$ cat src/rtl/producer_multi.sv
// producer_multi -- N-channel strided burst producer.
//
// Each channel runs its own two-state FSM (IDLE/RUN). A start pulse in IDLE
// loads the base address and beat count; while in RUN one beat is accepted
// per cycle unless that channel is stalled. The transaction ID is never
// reloaded: it increments on every accepted beat across bursts and wraps.
//
// Optional feature macro: PRODUCER_STALL_CNT_EN
//   defined   -> per-channel saturating 16-bit stall-cycle counter
//   undefined -> out_stall_count tied to 0 (port still present)
//
// Ports (channel c uses slice [c*W +: W] of each flattened bus):
//   clk             in   clock, posedge
//   reset           in   synchronous active-high reset
//   in_start        in   [NUM_CH]                 start pulse
//   in_base         in   [NUM_CH*ADDRESS_WIDTH]   burst base, sampled with start
//   in_length       in   [NUM_CH*LEN_WIDTH]       beat count, sampled with start
//   in_stall        in   [NUM_CH]                 backpressure
//   out_address     out  [NUM_CH*ADDRESS_WIDTH]   address of current beat
//   out_id          out  [NUM_CH*ID_WIDTH]        ID of current beat
//   out_valid       out  [NUM_CH]                 beat presented and accepted
//   out_busy        out  [NUM_CH]                 channel FSM is in RUN
//   out_done        out  [NUM_CH]                 one-cycle burst-complete pulse
//   out_stall_count out  [NUM_CH*16]              stall cycles of current/last burst
//
// Handshake: there is no separate ready. In RUN, out_valid = !in_stall and a
// beat is consumed in exactly the cycles where out_valid is high; the stall
// input acts as the inverted ready of the downstream stall pipeline, so this
// path is combinational from in_stall to out_valid.
// out_busy is the per-channel FSM state bit and can be used to observe it.

module producer_multi #(
  parameter int NUM_CH        = 2,
  parameter int ADDRESS_WIDTH = 32,
  parameter int ID_WIDTH      = 8,
  parameter int LEN_WIDTH     = 16,
  parameter int STRIDE        = 4
) (
  input  logic                            clk,
  input  logic                            reset,
  input  logic [NUM_CH-1:0]               in_start,
  input  logic [NUM_CH*ADDRESS_WIDTH-1:0] in_base,
  input  logic [NUM_CH*LEN_WIDTH-1:0]     in_length,
  input  logic [NUM_CH-1:0]               in_stall,
  output logic [NUM_CH*ADDRESS_WIDTH-1:0] out_address,
  output logic [NUM_CH*ID_WIDTH-1:0]      out_id,
  output logic [NUM_CH-1:0]               out_valid,
  output logic [NUM_CH-1:0]               out_busy,
  output logic [NUM_CH-1:0]               out_done,
  output logic [NUM_CH*16-1:0]            out_stall_count
);

  typedef enum logic {
    ST_IDLE = 1'b0,
    ST_RUN  = 1'b1
  } state_e;

  for (genvar c = 0; c < NUM_CH; c++) begin : g_ch
    state_e                   state_q, state_d;
    logic [ADDRESS_WIDTH-1:0] addr_q, addr_d;
    logic [ID_WIDTH-1:0]      id_q, id_d;
    logic [LEN_WIDTH-1:0]     rem_q, rem_d;
    logic                     done_q, done_d;
    logic                     accept;
    logic                     start_ok;

    // A start only counts when the channel is idle; starts in RUN are dropped.
    assign start_ok = (state_q == ST_IDLE) && in_start[c];

    always_comb begin
      state_d = state_q;
      addr_d  = addr_q;
      id_d    = id_q;
      rem_d   = rem_q;
      done_d  = 1'b0;
      accept  = 1'b0;
      case (state_q)
        ST_IDLE: begin
          if (in_start[c]) begin
            if (in_length[c*LEN_WIDTH +: LEN_WIDTH] != '0) begin
              state_d = ST_RUN;
              addr_d  = in_base[c*ADDRESS_WIDTH +: ADDRESS_WIDTH];
              rem_d   = in_length[c*LEN_WIDTH +: LEN_WIDTH];
            end else begin
              // Empty burst: report completion without issuing beats.
              done_d = 1'b1;
            end
          end
        end
        ST_RUN: begin
          if (!in_stall[c]) begin
            accept = 1'b1;
            addr_d = addr_q + ADDRESS_WIDTH'(STRIDE);
            id_d   = id_q + ID_WIDTH'(1);
            rem_d  = rem_q - LEN_WIDTH'(1);
            if (rem_q == LEN_WIDTH'(1)) begin
              state_d = ST_IDLE;
              done_d  = 1'b1;
            end
          end
        end
        default: state_d = ST_IDLE;
      endcase
    end

    always_ff @(posedge clk) begin
      if (reset) begin
        state_q <= ST_IDLE;
        addr_q  <= '0;
        id_q    <= '0;
        rem_q   <= '0;
        done_q  <= 1'b0;
      end else begin
        state_q <= state_d;
        addr_q  <= addr_d;
        id_q    <= id_d;
        rem_q   <= rem_d;
        done_q  <= done_d;
      end
    end

    assign out_address[c*ADDRESS_WIDTH +: ADDRESS_WIDTH] = addr_q;
    assign out_id[c*ID_WIDTH +: ID_WIDTH]                = id_q;
    assign out_valid[c]                                  = accept;
    assign out_busy[c]                                   = (state_q == ST_RUN);
    assign out_done[c]                                   = done_q;

`ifdef PRODUCER_STALL_CNT_EN
    logic [15:0] scnt_q, scnt_d;

    // Cleared by any accepted start (length 0 included), counts stalled RUN
    // cycles, saturates at all-ones, holds while idle.
    always_comb begin
      scnt_d = scnt_q;
      if (start_ok) begin
        scnt_d = '0;
      end else if ((state_q == ST_RUN) && in_stall[c] && (scnt_q != 16'hFFFF)) begin
        scnt_d = scnt_q + 16'd1;
      end
    end

    always_ff @(posedge clk) begin
      if (reset) scnt_q <= '0;
      else       scnt_q <= scnt_d;
    end

    assign out_stall_count[c*16 +: 16] = scnt_q;
`else
    logic unused_start_ok;
    assign unused_start_ok             = start_ok;
    assign out_stall_count[c*16 +: 16] = 16'h0000;
`endif
  end

endmodule

$ cat config.mk
export PLATFORM = sky130hd
export DESIGN_NAME = producer_multi
export DESIGN_NICKNAME = d
export VERILOG_FILES = /design/src/rtl/producer_multi.sv
export SDC_FILE = /design/constraint.sdc
export NUM_CORES = 1
export LEC_CHECK = 0
export CAP_MARGIN = 5
export CORE_UTILIZATION = 52
export DETAILED_ROUTE_END_ITERATION = 10
export HOLD_SLACK_MARGIN = 0.1
export PLACE_DENSITY = 0.94
export SYNTH_ARGS = -nofsm -noshare
export SYNTH_HDL_FRONTEND = slang
export SYNTH_SLANG_ARGS = --single-unit
export TNS_END_PERCENT = 30
$ cat constraint.sdc
create_clock -name clk -period 4.1 [get_ports clk]
set_clock_uncertainty 0.05 [all_clocks]
set_input_delay 0.41 -clock clk [delete_from_list [all_inputs] [get_ports clk]]
set_output_delay 0.41 -clock clk [all_outputs]
set_load 0.02 [all_outputs]
==> flow_metrics.tcl, run 1 <==
set metrics [dict create \
    maxCapViolCount 0 \
    ys.flop_type "dfxtp_1" \
    whs_ps 127 \
    critPathKind "input port to output pin" \
    arrival_ps 2510 \
    drtIter0Drc 897 \
    period_minus_slack_ps 2970 \
    final_cell_area_sq_mm 0.00973 \
    setup_ws_ps 1130 \
    path_common_cell "clkdlybuf4s50_1" \
    cts.sinks 116 \
    p_sw_share_pct 33.6 \
    p_int_uw 2460 \
    die_area_sq_mm 0.0148 \
    firstDrtPassIters 5 \
    max_freq_ghz 0.336 \
    antenna-diode-count 0 \
    power.leakage_uw 0.00347 \
    io_buffers 187 \
    hold_buffers 0 \
    ir_drop_uv 324 \
    cts_resized 0 \
    overflow 0 \
    synth_edf_count 0 \
    dp_hpwl_mm 15.4 \
    synth-seq-cells 116 \
    htree_levels 4 \
    ys_seq_area_share_pct 31.2 \
    hold_path.class "input port to register" \
    clockPowerShare_pct 38.1 \
    p_per_area_mw_per_mm2 381 \
    worstPathCellList "clkdlybuf4s50_1 -> nand2b_1 -> inv_1 -> clkdlybuf4s50_1" \
    fin_crit_sh_pct 72.5 \
    rsz0062_at_grt "no" \
    cts_buffer_depth 2 \
    p_switching_uw 1250 \
    num_vias 8295 \
    vias_per_cell 6.38 \
    core_area_sq_mm 0.0139 \
    outcome "finished, final reports clean" \
    relSlewSlack_pct 27.4 \
    layout-drive-gt1-share_pct 9.72 \
    rows 43 \
    synth_cells 962 \
    async_reset_ff_share_pct 0 \
    mappedNetlistArea_sq_mm 0.00743 \
    pwr-share-seq_pct 36.9 \
    dp_slack_ps 997 \
    clkTransAtPathRegs_ps 60 \
    wl_per_cell_microns 18.0 \
    fin_setup_tns_ps 0 \
    grt_pass1_vias 7561 \
    io_pins 220 \
    cp_max_fo 16 \
    critPathRequiredTime_ps 3640 \
    cts_tree "built" \
    worstSetupEndpointType "output pin" \
    cp_slowest_cell "clkdlybuf4s50_1" \
    power_frac_comb_pct 25.1 \
    wirelength_mm 23.4 \
    synth.lib_cells_used.distinct 78 \
    grt_pass1_wl_mm 37.0 \
    synth.avg_cell_area_sq_um 7.73 \
    grt_use_total_pct 31.5 \
    post_cts_buffers 0 \
    yosys_warnings 0 \
    final_antenna_net_count 0 \
    die_h_microns 122 \
    drc 0 \
    die_x_microns 122 \
    place_area_sq_mm 0.00917 \
    cpPeakStageDelay_ps 730 \
    antenna_found_initial 0 \
    drv_slew 0 \
    cts_root_buf "clkbuf_16" \
    start_kind "input port" \
    clk_latency_ps 430 \
    cts_buffers 17 \
    start_util_pct 53.4 \
    report.final.hold_viol_count 0 \
    fin_util_pct 69.8 \
    worst_slew_pin_slew_ps 1090 \
    grt_max_degree 58 \
    fin_nets 1218 \
    synthToLayoutAreaGrowth_pct 30.9 \
    routabilityCongestion 0.913 \
    setup_viol 0 \
]
[sequential cells by signal, summed over array words and instances, names as in the netlist]
signal,cells
g_ch.id_q,16
g_ch.state_q,2
g_ch.rem_q,32
g_ch.addr_q,64
g_ch.done_q,2
[routing by layer]
metal / GRT usage, % / wire, microns
met2: 50.9 / 11000
met5: 0 / 0
met4: 15.7 / 795
met1: 38.2 / 8950
met3: 9.08 / 2670
[worst paths after layout]
path | start | to | slack [ps] | depth (start not counted)
worst max register to register | g_ch[0].addr_q[2] | g_ch[0].addr_q[30] | 1480 | 6
worst min-delay path | reset | g_ch[0].id_q[7] | 130 | 2
worst max-delay path | in_stall[0] | out_valid[0] | 1130 | 4
worst min register to register | g_ch[1].addr_q[0] | g_ch[1].addr_q[0] | 410 | 2
[critical path, delay by kind of cell]
| family | cells | cell delay, ps |
|---|---|---|
| buffers and inverters | 3 | 1450 |
| AND/OR/NAND/NOR | 1 | 660 |
[cells in the mapped netlist (5+ instances only)]
cell type	number	share of area, %
and3_1	14	1.2
nand2b_1	15	1.3
a221oi_1	6	0.71
o31a_1	5	0.59
nor2_1	79	4.0
xnor2_1	5	0.59
a21oi_2	16	1.9
buf_2	7	0.47
nor4_1	18	1.5
xor2_1	11	1.3
dfxtp_1	116	31
o31ai_1	6	0.61
buf_4	39	3.9
a31oi_1	13	1.1
a21oi_1	76	5.1
nor2b_1	11	0.93
o2bb2ai_1	5	0.59
clkbuf_1	53	2.7
ha_1	8	1.3
and4_1	6	0.71
mux2i_1	14	1.9
inv_1	14	0.71
o21ai_2	10	1.2
or3_1	10	0.84
nand2_1	110	5.6
nand4_1	30	2.5
o22ai_1	9	0.76
a211oi_1	13	1.3
a41oi_1	6	0.71
o21ai_0	58	3.9
nor3_1	33	2.2
nand3_1	33	2.2
o32ai_1	8	0.94
or4_1	11	1.1
nor4b_1	5	0.59
[power by group through the flow]
stage	combinational, uW	sequential, uW	clock [uW]
2_1_floorplan	550	1410	0
3_3_place_gp	889	1380	0
3_5_place_dp	908	1380	0
4_1_cts	918	1360	1410
5_1_grt	998	1380	1470
6_report	929	1370	1410
[area by class of cell]
cell class,count,area (sq um)
clock buffers,17,425
fillers,1064,4210
multi-input cells,754,4570
well taps,180,225
flip-flops and latches,116,2320
repair buffers,204,2000
inverters,15,56.3
clock inverters,15,133
[cells by family after synthesis]
group / synth area share [%]
AO/OA/AOI/OAI: 25.8
XOR/XNOR: 1.88
adder cells (fa/ha/maj): 1.35
buffers and inverters: 8.97
flip-flops: 31.2
multiplexers: 2.19
other: 0.0504
AND/OR/NAND/NOR: 28.5
[layout by cell type, fill, tap and decap left out, types with 13 or more instances in the layout]
master           count
clkdlybuf4s50_1    186
dfxtp_1            115
nand2_1            110
nor2_1              79
a21oi_1             76
o21ai_0             58
nand3_1             33
nor3_1              33
conb_1              32
nand4_1             30
nor4_1              18
buf_4               18
clkbuf_16           17
a21oi_2             16
nand2b_1            15
inv_1               14
and3_1              14
mux2i_1             14
a31oi_1             13
a211oi_1            13
[per-stage QoR]
step	instances	power [uW]
after global placement	1269	2260
final	1301	3710
after detailed placement	1269	2290
after CTS	1301	3690
after global routing	1301	3840
after floorplan	993	1960
(Power assumes the default switching activity.)
==> run 2, diff against run 1 <==
Settings changed: CORE_UTILIZATION 52 to 48, PLACE_DENSITY 0.94 to 0.88.
Clock period 4.1 ns to 3 ns, I/O delays scaled along.
==> run 2 against run 1 <==
Net effect: critical path type is now register to output pin; critical endpoint is now out_valid[1]; count of clock-buffer cells in the layout is 1 higher; critical path depth is 1 lower; sequential share of layout area is 0.41 points lower; sequential power is 35% higher; largest power group unchanged; non-clock buffer count is 18 higher; worst setup slack worse by 620 ps; wire length is 0.55% lower.
==> flow_metrics.tcl, run 2 (synthesis gave the netlist of run 1 again) <==
set metrics [dict create \
    setup_ws_ps 505 \
    hold_start "reset" \
    antenna_found_initial 0 \
    antenna-diode-count 0 \
    htree_levels 4 \
    critPathRequiredTime_ps 2650 \
    worstSetupEndpointType "output pin" \
    cp_max_fo 13 \
    cts_tree "built" \
    critPathKind "register to output pin" \
    final_common_cell "clkdlybuf4s50_1" \
    vias_per_cell 6.19 \
    startpoint "g_ch[1].state_q" \
    grt_max_degree 42 \
    p_switching_uw 1710 \
    cts_root_buf "clkbuf_16" \
    num_vias 8214 \
    cts_resized 0 \
    die_area_sq_mm 0.0160 \
    period_minus_slack_ps 2500 \
    cts_buffers 17 \
    fin_crit_sh_pct 83.2 \
    relSlewSlack_pct 54.4 \
    pwr-share-seq_pct 36.2 \
    grt_use_total_pct 28.5 \
    core_area_sq_mm 0.0151 \
    report.final.hold_viol_count 0 \
    worst_slew_pin_slew_ps 683 \
    grt_pass1_vias 7421 \
    start_kind "register" \
    hold_buffers 0 \
    p_int_uw 3420 \
    p_per_area_mw_per_mm2 518 \
    nFillCells 1249 \
    cts.sinks 116 \
    outcome "finished, final reports clean" \
    final_antenna_net_count 0 \
    setup_viol 0 \
    power.leakage_uw 0.00359 \
    maxCapViolCount 0 \
    p_sw_share_pct 33.4 \
    routabilityCongestion 0.920 \
    start_util_pct 49.1 \
    io_pins 220 \
    cts_buffer_depth 2 \
    crit-reg2reg-launch "g_ch[0].addr_q[2]" \
    fin_nets 1236 \
    drc 0 \
    reg_top3 "g_ch.addr_q x64, g_ch.rem_q x32, g_ch.id_q x16" \
    fin_setup_tns_ps 0 \
    final_cell_mix "clkdlybuf4s50_1, dfxtp_1, nand2_1" \
    die_x_microns 126 \
    power_frac_comb_pct 25.6 \
    largest_reg_flops 64 \
    dp_slack_ps 236 \
    io_buffers 187 \
    firstDrtPassIters 5 \
    post_cts_buffers 0 \
    die_h_microns 126 \
    ir_drop_uv 411 \
    power_uw 5130 \
    rsz0062_at_grt "no" \
    dp_hpwl_mm 16.0 \
    hold_path.class "input port to register" \
    largest_register "g_ch.addr_q" \
    drv_slew 0 \
    clkTransAtPathRegs_ps 60 \
    clockPowerShare_pct 38.3 \
    max_freq_ghz 0.401 \
    clk_latency_ps 430 \
    drtIter0Drc 730 \
    synthToLayoutAreaGrowth_pct 33.1 \
    layout-drive-gt1-share_pct 11.2 \
    wirelength_mm 23.2 \
    wl_per_cell_microns 17.5 \
    overflow 0 \
    arrival_ps 2150 \
    rows 45 \
    grt_pass1_wl_mm 36.8 \
]
[run 2: cell types whose count changed in the layout (fill, tap and decap cells not counted)]
cell	before	now
clkbuf_8	0	1
buf_4	18	35
buf_12	0	1
clkinvlp_4	7	2
clkinv_4	1	5
[run 2: metal layers]
| layer | global-route usage (%) | vias up | wire [microns] |
|---|---|---|---|
| met5 | 0 | - | 0 |
| met4 | 11.3 | 0 | 474 |
| met3 | 6.28 | 47 | 2190 |
| met2 | 48.7 | 498 | 11000 |
| met1 | 34.9 | 3823 | 9560 |
| li1 | - | 3846 | - |
[run 2: worst paths after layout]
path / cells after the start / slack (ps) / end
setup / recovery: 3 / 500 / out_valid[1]
hold / removal: 2 / 240 / g_ch[0].state_q
setup reg to reg: 7 / 610 / g_ch[0].addr_q[24]
hold reg to reg: 2 / 400 / g_ch[1].addr_q[1]
[run 2: power groups by stage]
stage                     combinational, uW  sequential [uW]  clock [uW]
final                                  1310             1850        1960
after global routing                   1410             1870        2040
after CTS                              1300             1850        1970
after detailed placement               1280             1880           0
after global placement                 1260             1880           0
after floorplan                         752             1930           0
[run 2: layout make-up]
cell class / instances / area, sq um / area share [%]
multi-input cells: 754 / 4570 / 46.2
flip-flops and latches: 116 / 2320 / 23.5
repair buffers: 222 / 2140 / 21.7
clock buffers: 18 / 439 / 4.44
well taps: 188 / 235 / 2.38
clock inverters: 14 / 130 / 1.31
inverters: 15 / 56.3 / 0.569
[run 2: critical path: stages (launching register included)]
cell             delay [ps]
dfxtp_1                 640
nand2b_1                160
inv_2                   250
clkdlybuf4s50_1         660
[run 2: per-stage QoR]
step | instance area [sq um] | utilization (%) | std cells | hold slack (ps)
2_1_floorplan | 7550 | - | 993 | 386
3_3_place_gp | 9330 | 61.6 | 1295 | 391
3_5_place_dp | 9330 | 61.6 | 1295 | 398
4_1_cts | 9900 | 65.4 | 1327 | 233
5_1_grt | 9900 | 65.4 | 1327 | 262
6_report | 9900 | 65.4 | 1327 | 242
==> run 3, diff against run 2 <==
Settings changed: CORE_UTILIZATION 48 to 44, PLACE_DENSITY 0.88 to 0.85.
Clock period 3 ns to 2 ns, I/O delays scaled along.
==> run 3 against run 2 <==
Net effect: the flow now finishes with violations (negative setup slack); global-route usage is 0.14 points higher; non-clock buffer count grew 117; design area grew 13%; sequential share of layout area is 2.6 points lower; core utilization rose by 2.3 points; flip-flop and latch count unchanged; sequential power rose by 48%; first-iteration DRC count up 22%; critical path type is now register to register; hold slack lost 43 ps.
==> flow_metrics.tcl, run 3 (synthesis gave the netlist of run 1 again) <==
set metrics [dict create \
    outcome "complete, but fails checks" \
    violations "negative setup slack" \
    worstSetupEndpointType "register" \
    setup_ws_ps -17.9 \
    fin_nets 1354 \
    antenna-diode-count 0 \
    cts_buffers 17 \
    cts_tree "built" \
    power.leakage_uw 0.00437 \
    grt_use_met2_pct 48.5 \
    p_per_area_mw_per_mm2 770 \
    critPathRequiredTime_ps 2280 \
    htree_levels 4 \
    synthToLayoutAreaGrowth_pct 50.3 \
    final_cell_mix "clkdlybuf4s50_1, buf_4, nand2_1" \
    core_area_sq_mm 0.0165 \
    clk_latency_ps 420 \
    grt_max_degree 90 \
    cts.sinks 116 \
    num_vias 8893 \
    vias_per_cell 6.02 \
    layout-drive-gt1-share_pct 21.3 \
    cpPeakStageDelay_ps 460 \
    hold_path.class "input port to register" \
    die_x_microns 132 \
    die_area_sq_mm 0.0174 \
    cts_buffer_depth 2 \
    final_common_cell "clkdlybuf4s50_1" \
    setup_viol 2 \
    cp_max_fo 6 \
    dp_slack_ps -545 \
    gr-usage-met3_pct 5.46 \
    io_pins 220 \
    r2r_setup_slack_ps -20 \
    clockPowerShare_pct 40.0 \
    hold_start "in_length[21]" \
    p_int_uw 5900 \
    ir_drop_uv 618 \
    report.final.hold_viol_count 0 \
    fin_crit_sh_pct 101 \
    cp_slowest_cell "or4_1" \
    start_util_pct 45.0 \
    grt.busiest_layer "met2" \
    final_antenna_net_count 0 \
    use_met1_pct 34.9 \
    overflow 0 \
    grt_pass1_wl_mm 40.6 \
    routabilityCongestion 0.970 \
    wirelength_mm 26.4 \
    power_uw 8600 \
    min_path_cells 3 \
    antenna_found_initial 0 \
    reg_top3 "g_ch.addr_q x64, g_ch.rem_q x32, g_ch.id_q x16" \
    period_minus_slack_ps 2020 \
    pwr-share-seq_pct 31.7 \
    worstPathCellList "ha_4 -> nand3_4 -> nor4_4 -> nand2_2 -> or4_1 -> a31oi_1" \
    critPathBufInv 0 \
    whs_ps 199 \
    arrival_ps 2300 \
    io_buffers 187 \
    max_freq_ghz 0.496 \
    timing.rr.end "g_ch[1].addr_q[30]" \
    firstDrtPassIters 5 \
    grt_use_total_pct 28.7 \
    grt_pass1_vias 8216 \
    cts_root_buf "clkbuf_16" \
    drc 0 \
    hold_buffers 0 \
    largest_reg_flops 64 \
    power_frac_comb_pct 28.3 \
    maxCapViolCount 0 \
    rows 47 \
    p_switching_uw 2700 \
    drtIter0Drc 891 \
    p_sw_share_pct 31.4 \
    clkTransAtPathRegs_ps 60 \
    start_kind "register" \
    holdPathEnd "g_ch[1].rem_q[5]" \
    die_h_microns 132 \
    rsz0062_at_grt "yes" \
    nFillCells 1289 \
    crit_family "simple AND/OR/NAND/NOR gates" \
    largest_register "g_ch.addr_q" \
    r2r_cells 6 \
    crit-reg2reg-launch "g_ch[1].addr_q[2]" \
    wl_per_cell_microns 17.9 \
    drv_slew 0 \
    dp_hpwl_mm 18.1 \
    critPathKind "register to register" \
]
## run 3: changes by cell type in the layout (fill, tap and decap cells not counted), sizes merged
cell,before,now
clkinv,8,4
buf,36,153
inv,18,17
clkdlybuf4s50,186,169
bufinv,1,5
dlymetal6s2s,0,3
clkinvlp,2,3
nor2,80,81
dlygate4sd2,0,14
## run 3: timing repair
action	4_1_cts	5_1_grt
setup buffers	1	7
gates resized for setup	28	25
pin swaps	10	8
cloned	2	0
endpoints found under the setup margin	46	44
## run 3: routing by layer
metal,share of wire [%],vias up
met2,48,601
met5,0,-
met1,39,4146
li1,-,4069
met4,2.8,0
met3,9.6,77
## run 3: worst max path at each step
stage	startpoint	to	cells past startpoint	slack, ps
after floorplan	g_ch[1].addr_q[10]	g_ch[1].addr_q[31]	5	-20
after detailed placement	in_length[29]	g_ch[1].addr_q[23]	7	-540
final	g_ch[1].addr_q[2]	g_ch[1].addr_q[30]	6	-20
after global routing	g_ch[0].rem_q[5]	g_ch[0].rem_q[13]	5	-120
after global placement	in_length[27]	g_ch[1].addr_q[23]	7	-490
after CTS	g_ch[0].addr_q[2]	g_ch[0].addr_q[30]	6	3
## run 3: final cells by class
cell class | count | area, sq um | share of cell area, %
clock buffers | 18 | 439 | 3.93
clock inverters | 14 | 225 | 2.02
inverters | 15 | 56.3 | 0.504
multi-input cells | 755 | 4730 | 42.3
flip-flops and latches | 116 | 2330 | 20.9
well taps | 220 | 275 | 2.46
repair buffers | 339 | 3110 | 27.9
## run 3: power by group through the flow
stage / registers [uW] / clock network [uW] / logic (uW)
3_3_place_gp: 2750 / 0 / 2240
3_5_place_dp: 2750 / 0 / 2280
5_1_grt: 2750 / 3570 / 2580
4_1_cts: 2710 / 3450 / 2330
6_report: 2730 / 3440 / 2430
2_1_floorplan: 2900 / 0 / 1130
## run 3: stage by stage
step	setup TNS [ps]	cells	util (%)	cell area [sq um]
CTS	0	1470	66.5	11000
floorplan	-30.9	993	-	7580
global route	-645	1477	67.6	11200
finish	-26.7	1477	67.6	11200
detailed placement	-29300	1435	62.2	10300
global placement	-24740	1435	62.2	10300
## run 3: worst register-to-register path, stage by stage (launching register included)
cell	delay, ps
dfxtp_2	420
ha_4	190
nand3_4	130
nor4_4	350
nand2_2	130
or4_1	460
a31oi_1	190
